===== config.mk =====
export PLATFORM = sky130hd
export DESIGN_NAME = periodo_scheduler
export DESIGN_NICKNAME = d
export VERILOG_FILES = /design/src/rtl/periodo_scheduler.sv
export SDC_FILE = /design/constraint.sdc
export NUM_CORES = 1
export LEC_CHECK = 0
export BUFFER_PORTS_ARGS = -buffer_cell sky130_fd_sc_hd__buf_2
export CELL_PAD_IN_SITES_DETAIL_PLACEMENT = 1
export CELL_PAD_IN_SITES_GLOBAL_PLACEMENT = 1
export CORE_MARGIN = 2
export CORE_UTILIZATION = 45
export DETAILED_ROUTE_END_ITERATION = 10
export PLACE_DENSITY_LB_ADDON = 0.1
export SLEW_MARGIN = 5
export SYNTH_ARGS = -nofsm -noshare
export SYNTH_HDL_FRONTEND = slang
export SYNTH_SLANG_ARGS = --single-unit

===== constraint.sdc =====
create_clock -name clock -period 2.4 [get_ports clock]
set_input_delay 0.24 -clock clock [delete_from_list [all_inputs] [get_ports clock]]
set_output_delay 0.24 -clock clock [all_outputs]
set_load 0.1 [all_outputs]

===== src/rtl/periodo_scheduler.sv =====
// Round-robin period meter: one shared counter walks over N_CH synchronized inputs,
// measuring rising-edge-to-rising-edge time per channel into a small result file.
module periodo_scheduler #(
    parameter int N_CH    = 4,
    parameter int W       = 8,
    parameter int TIMEOUT = 255,
    parameter int SEL_W   = $clog2(N_CH)
) (
    input  logic             clock,
    input  logic             i_reset_n,
    input  logic [N_CH-1:0]  i_signals,
    input  logic             i_enable,
    input  logic [SEL_W-1:0] i_rd_sel,
    output logic [W-1:0]     o_rd_periodo,
    output logic             o_rd_valid,
    output logic             o_rd_err,
    output logic [SEL_W-1:0] o_ch_actual,
    output logic             o_busy,
    output logic             o_done
);

    typedef enum logic [1:0] {S_IDLE, S_ARM, S_MEASURE, S_STORE} state_t;

    localparam logic [W-1:0] CNT_MAX = '1;
    localparam logic [W-1:0] TO_LAST = W'(TIMEOUT - 1);

    state_t            r_state;
    state_t            w_state_nxt;
    logic [N_CH-1:0]   r_sync1;
    logic [N_CH-1:0]   r_sync2;
    logic [N_CH-1:0]   r_sync3;
    logic [N_CH-1:0]   w_rise;
    logic              w_rise_sel;
    logic [W-1:0]      r_cnt;
    logic [W-1:0]      w_cnt_nxt;
    logic [W-1:0]      r_val;
    logic [W-1:0]      w_val_nxt;
    logic              r_err;
    logic              w_err_nxt;
    logic [SEL_W-1:0]  r_ch;
    logic [SEL_W-1:0]  w_ch_nxt;
    logic [W-1:0]      r_periodo [N_CH];
    logic [N_CH-1:0]   r_valid;
    logic [N_CH-1:0]   r_errf;

    // Third flop gives a clean one-cycle rise pulse with equal latency for every edge.
    assign w_rise     = r_sync2 & ~r_sync3;
    assign w_rise_sel = w_rise[r_ch];

    // NOTE: sequential state uses non-blocking (<=) so all flops sample the same pre-edge values.
    always_ff @(posedge clock) begin
        if (!i_reset_n) begin
            r_sync1 <= '0;
            r_sync2 <= '0;
            r_sync3 <= '0;
        end else begin
            r_sync1 <= i_signals;
            r_sync2 <= r_sync1;
            r_sync3 <= r_sync2;
        end
    end

    always_ff @(posedge clock) begin
        if (!i_reset_n) begin
            r_state <= S_IDLE;
        end else begin
            r_state <= w_state_nxt;
        end
    end

    // NOTE: every always_comb output gets a default first, so no path can infer a latch.
    always_comb begin
        w_state_nxt = r_state;
        w_cnt_nxt   = r_cnt;
        w_val_nxt   = r_val;
        w_err_nxt   = r_err;
        w_ch_nxt    = r_ch;
        case (r_state)
            S_IDLE: begin
                w_cnt_nxt = '0;
                if (i_enable) begin
                    w_state_nxt = S_ARM;
                end
            end
            S_ARM: begin
                if (!i_enable) begin
                    w_state_nxt = S_IDLE;
                    w_cnt_nxt   = '0;
                end else if (w_rise_sel) begin
                    w_state_nxt = S_MEASURE;
                    w_cnt_nxt   = W'(1);
                end else if (r_cnt == TO_LAST) begin
                    w_state_nxt = S_STORE;
                    w_val_nxt   = '0;
                    w_err_nxt   = 1'b1;
                end else begin
                    w_cnt_nxt = r_cnt + W'(1);
                end
            end
            S_MEASURE: begin
                // A rise at full scale still counts as a good measurement.
                if (!i_enable) begin
                    w_state_nxt = S_IDLE;
                    w_cnt_nxt   = '0;
                end else if (w_rise_sel) begin
                    w_state_nxt = S_STORE;
                    w_val_nxt   = r_cnt;
                    w_err_nxt   = 1'b0;
                end else if (r_cnt == CNT_MAX) begin
                    w_state_nxt = S_STORE;
                    w_val_nxt   = CNT_MAX;
                    w_err_nxt   = 1'b1;
                end else begin
                    w_cnt_nxt = r_cnt + W'(1);
                end
            end
            S_STORE: begin
                w_cnt_nxt   = '0;
                w_ch_nxt    = r_ch + SEL_W'(1);
                w_state_nxt = i_enable ? S_ARM : S_IDLE;
            end
            default: begin
                w_state_nxt = S_IDLE;
                w_cnt_nxt   = '0;
            end
        endcase
    end

    always_ff @(posedge clock) begin
        if (!i_reset_n) begin
            r_cnt <= '0;
            r_val <= '0;
            r_err <= 1'b0;
            r_ch  <= '0;
        end else begin
            r_cnt <= w_cnt_nxt;
            r_val <= w_val_nxt;
            r_err <= w_err_nxt;
            r_ch  <= w_ch_nxt;
        end
    end

    // NOTE: the result file is a handful of flops that must read back as zero after reset, so it is reset explicitly.
    always_ff @(posedge clock) begin
        if (!i_reset_n) begin
            for (int k = 0; k < N_CH; k++) begin
                r_periodo[k] <= '0;
            end
            r_valid <= '0;
            r_errf  <= '0;
        end else if (r_state == S_STORE) begin
            r_periodo[r_ch] <= r_val;
            r_valid[r_ch]   <= ~r_err;
            r_errf[r_ch]    <= r_err;
        end
    end

    assign o_rd_periodo = r_periodo[i_rd_sel];
    assign o_rd_valid   = r_valid[i_rd_sel];
    assign o_rd_err     = r_errf[i_rd_sel];
    assign o_ch_actual  = r_ch;
    assign o_busy       = (r_state != S_IDLE);
    assign o_done       = (r_state == S_STORE);

endmodule


# ---- Word level (Yosys, flattened, before mapping)
# Memories as Yosys holds them, arrays and structs flattened.
# Index checks and enable logic that the tools add are counted.
dict set report totals {
  mem_count 1
  ramBits 32
  wordCells 91
  register_bits 41
  output_inout_bits 14
  inputBits 9
}
# memory depth width rd rd_clocked_by_memory_dff wr line
set memory_table {}
lappend memory_table {r_periodo 4 8 1 0 4 42} ;# logic [W-1:0] r_periodo [N_CH];
dict set report op_classes {
  n_reduce_logical 9
  add_sub_neg 2
  muxes 47
  n_eq_ne 16
  order_cmp 3
  bitwise 3
}
# cell n
set op_table {}
lappend op_table {{$mux 8} 13}
lappend op_table {{$pmux 8 s3} 1}
lappend op_table {{$eq 8x8->1 const B} 2}
lappend op_table {{$mux 1} 16}
lappend op_table {{$mux 2} 8}
lappend op_table {{$pmux 8 s2} 1}
lappend op_table {{$ne 4x4->1 const B} 3}
lappend op_table {{$ne 2x2->1 const B} 5}
lappend op_table {{$ne 3x3->1 const B} 3}
lappend op_table {{$add 8x1->8 const B} 1}
lappend op_table {{$bwmux 4} 2}
lappend op_table {{$pmux 2 s4} 1}
lappend op_table {{$reduce_or 8->1} 1}
lappend op_table {{$bmux 1 s2} 3}
lappend op_table {{$lt 2x3->1 const B} 2}
lappend op_table {{$reduce_and 3->1} 2}
lappend op_table {{$reduce_and 6->1} 1}
lappend op_table {{$and 4x4->4} 1}
lappend op_table {{$eq 2x2->1 const B} 2}
lappend op_table {{$not 4->4} 1}
lappend op_table {{$reduce_bool 2->1} 2}
lappend op_table {{$add 2x1->2 const B} 1}
lappend op_table {{$demux 1 s2} 1}
lappend op_table {{$eq 2x1->1 const B} 1}
lappend op_table {{other kinds (6)} 6}

# ---- Logic depth before layout (Yosys ltp)
dict set report depth {
  depth_word 7
  ltp_mapped 8
}

# ---- Least setup slack after synthesis
# Ideal clock, no wire load.
dict set report synth_timing {
  path_kind {register to register}
  startpoint {reg r_ch[1] (netlist: o_ch_actual[1])}
  endpoint {reg r_cnt[4]}
  stages_incl_launch_ff 9
  required_time_ns 2.266
  setup_time_ns 0.134
  arrival_time_ns 2.533
  n_path_buf 3
  setup_slack_ns -0.268
  path_cell_list {dfxtp_1 buf_6 nor4bb_1 nor4_4 and3_1 buf_2 buf_2 o311ai_0 o31ai_1}
}
dict set report synth_between {
  elab_chain_len 5
  elab_cells_between_ends 8
  classes_between {2 x eq/ne; 5 x mux; 1 x reduce/logical}
}
# item line
set synth_lines {}
lappend synth_lines {{from (decl)} 40} ;# logic [SEL_W-1:0] r_ch;
lappend synth_lines {{from (signal assigned)} 139} ;# r_ch <= w_ch_nxt;
lappend synth_lines {{$bmux 1 s2 (*)} 48} ;# assign w_rise_sel = w_rise[r_ch];
lappend synth_lines {{$mux 1 (implied by the code) (*)} 48}
lappend synth_lines {{$mux 8} 89} ;# end else if (w_rise_sel) begin
lappend synth_lines {{$mux 8} 86} ;# if (!i_enable) begin
lappend synth_lines {{$pmux 8 s3} 78} ;# case (r_state)
lappend synth_lines {{to (signal assigned)} 136} ;# r_cnt <= w_cnt_nxt;
lappend synth_lines {{to (decl)} 34} ;# logic [W-1:0] r_cnt;
# Mark *: on every way between the ends. The rest lies on a longest branch, timed or not. The select of a mux whose other input is x is not followed.
# A chain may end at the register's enable or synchronous reset.

# ---- Final worst setup path
dict set report layout_timing {
  startpoint {reg r_ch[1] (netlist: o_ch_actual[1])}
  endpoint {reg r_err}
}
dict set report layout_between {
  elab_chain_len 5
  elab_cells_between_ends 8
  classes_between {2 x eq/ne; 5 x mux; 1 x reduce/logical}
}
# item line
set layout_lines {}
lappend layout_lines {{$bmux 1 s2 (*)} 48}
lappend layout_lines {{$mux 1 (implied by the code) (*)} 48}
lappend layout_lines {{$mux 1} 105} ;# end else if (w_rise_sel) begin
lappend layout_lines {{$mux 1} 102} ;# if (!i_enable) begin
lappend layout_lines {{$pmux 1 s2} 78}
lappend layout_lines {{to (signal assigned)} 138} ;# r_err <= w_err_nxt;
lappend layout_lines {{to (decl)} 38} ;# logic r_err;
# Marks and branches as above.

==> metrics.yaml <==
multi_input_area_um2: 1360
root_buffer: "clkbuf_8"
finalCritPeriodShare_pct: 89.8
synth-edff-count: 32
grt_pass1_vias: 2057
cap_violations: 0
maxSlewViolCount: 0
drc: 0
dieWidth_um: 88.8
drt_iter0_drc: 98
yosys_warnings: 0
min_path_cells: 2
critical_path_required_ps: 2640
placed_cells: 389
hp-class: "input port to flip-flop"
finalCriticalPeriod_ps: 2150
vias_per_cell: 5.27
vias: 2134
dp_hpwl_mm: 4.34
synth_area_um2: 3230
finalHoldViolCount: 0
cpMaxStageDelayCell: "nor4bb_1"
grt_max_degree: 24
peakVddDrop_mv: 0.420
netlist.area_leader.share_pct: 29.7
postCtsHoldBufs: 0
ctsResizeCount: 0
grt_pass1_wl_mm: 10.8
switchingPower_w: 0.000653
cts_tree: "done"
worstPathMaxFanout: 12
syn_inst: 278
ios: 23
die_y_um: 88.8
instances_no_fill: 405
status: "complete, no violations"
slowest_delay_ps: 530
leakage_nw: 1.35
die_area_um2: 7880
switching_share_pct: 25.0
gp_congestion: 0.780
crit_chain: "nor4bb_1 -> nor4_4 -> and3_1 -> or2_2 -> o221a_2"
clockPowerShare_pct: 41.6
placeableCoreArea_um2: 6870
cts_buffer_depth: 2
row_count: 30
p_int_w: 0.00197
overflow: 0
clk_pin_slew_ps: 80
syn_avg_cell_area_um2: 11.6
pwr-share-comb_pct: 7.6
wirelength_mm: 6.45
ant_nets: 0
cts.sinks: 73
grtUsageTotal_pct: 18.7
fmax_mhz: 464
crit_family: "simple AND/OR/NAND/NOR gates"
synth-seq-cells: 73
portBuffers: 22
setup_viol: 0
setup.worst_path.class: "flip-flop to flip-flop"
crit_cells: 5
ys.flop_type: "dfxtp_1"
path_buf_inv: 0
yosys.cell_types.count: 40
rsz0062_at_grt: "no"
critPathLaunchType: "flip-flop"
yosysSeqAreaShare_pct: 55.1
antenna_found_initial: 0
seq_area_um2: 1780
synth_top_area_cell: "edfxtp_1"
skew_ps: 6.53
syn_to_final_growth_pct: 14.0
cts_max_level: 3
worstRegToRegCells: 5
clk_latency_ps: 350
drive_above_1_share_pct: 21.0
power_density_nw_per_um2: 711
syn_nets: 293
drtPass1Iterations: 4
nNetsFinal: 319
netlist_top_cells_area: "edfxtp_1 30%, dfxtp_1 25%, and2_1 10%"
post_drt_wl_per_cell_um: 15.9
n_antenna_cell: 0
crit_arrival_ps: 2400
fin_setup_tns_ps: 0
crit_path_end_kind: "flip-flop"
cts_setup_buffers: 0
worst_slew_pin_slew_ps: 540
p_seq_share_pct: 50.9
synthArstFlopShare_pct: 0
fill_cells: 737
initial_core_util_pct: 47.1
slew_headroom_pct: 63.5
utilization_pct: 53.7
cts_buffers: 9
[routing by layer]
layer  global-route usage [%]  part of all wire [%]  wire (µm)  vias to the layer above
li1                         -                     -          -                     1065
met3                     5.88                   3.6        232                        6
met2                     28.4                    46       2970                       36
met5                        0                     0          0                        -
met4                     7.02                   1.5         97                        0
met1                     25.0                    49       3140                     1027
[placed cells by master, fill, tap and decap left out, types with 8 or more instances in the layout]
cell type / synthesis / layout
and2_1: 53 / 53
buf_2: 4 / 22
buf_4: 0 / 9
clkbuf_8: 0 / 9
dfxtp_1: 41 / 39
edfxtp_1: 32 / 32
mux4_2: 10 / 10
nand2_1: 28 / 28
nand3_1: 8 / 8
o21ai_0: 13 / 13
o221ai_1: 8 / 8
[flip-flops by register name (all words and copies together) (netlist names)]
register,flops
r_err,1
r_val,8
r_sync3,4
r_errf,4
r_sync2,4
r_sync1,4
r_valid,4
r_state,2
r_periodo,32
o_ch_actual,2
r_cnt,8
[synthesized netlist by cell type, types with 2 or more instances]
| cell | count |
|---|---|
| nor4_1 | 2 |
| nor4bb_1 | 2 |
| buf_2 | 4 |
| nor2b_1 | 3 |
| edfxtp_1 | 32 |
| nand2_1 | 28 |
| nor3_1 | 3 |
| nand4_1 | 2 |
| or2_2 | 2 |
| a31oi_1 | 2 |
| buf_1 | 3 |
| o31ai_1 | 5 |
| o221ai_1 | 8 |
| nand3_1 | 8 |
| dfxtp_1 | 41 |
| mux4_2 | 10 |
| nor4b_1 | 2 |
| a21boi_0 | 4 |
| inv_1 | 5 |
| mux2i_1 | 3 |
| o311ai_0 | 3 |
| and3_1 | 3 |
| a21boi_1 | 3 |
| nand2b_1 | 6 |
| ha_1 | 6 |
| or4_1 | 3 |
| o21ai_0 | 13 |
| clkbuf_1 | 8 |
| and2_1 | 53 |
[cell families (layout without fill, tap and decap cells)]
| kind of cell | count (synthesis) | after routing | share of synthesized area [%] |
|---|---|---|---|
| AO/OA/AOI/OAI | 42 | 42 | 9.33 |
| XOR/XNOR | 1 | 1 | 0.271 |
| adder cells (fa/ha/maj) | 6 | 6 | 2.32 |
| buffers and inverters | 21 | 52 | 2.83 |
| flip-flops | 73 | 73 | 55.1 |
| multiplexers | 13 | 13 | 7.89 |
| AND/OR/NAND/NOR | 122 | 122 | 22.3 |
[per-stage QoR]
stage	area (µm²)	worst slack, ps	total power (W)	hold slack [ps]
global route	3690	91.6	0.00271	86.2
detailed placement	3460	284	0.00156	420
CTS	3690	222	0.00265	78.7
global placement	3460	365	0.00156	414
floorplan	3240	57.7	0.00152	367
finish	3690	245	0.00262	92.8
[power groups by stage]
stage               combinational [W]  sequential (W)  clock, W
floorplan                    0.000162         0.00136         0
global placement             0.000199         0.00136         0
detailed placement           0.000201         0.00136         0
CTS                          0.000201         0.00133   0.00112
global route                 0.000212         0.00134   0.00116
finish                       0.000198         0.00133   0.00109
[worst paths after layout]
path                        from    endpoint  slack (ps)
setup reg to reg  o_ch_actual[1]       r_err         250
hold reg to reg       r_sync1[1]  r_sync2[1]         440
setup / recovery  o_ch_actual[1]       r_err         250
hold / removal      i_signals[2]  r_sync1[2]          90
[area by class of cell]
type,instances,share of cell area [%]
clock buffer,9,3.36
clock inverter,7,2.75
inverter,5,0.509
multi-input combinational,184,36.9
sequential,73,48.4
tap,96,3.26
timing repair buffer,31,4.82
No activity file was read; power rests on OpenSTA's default activity.
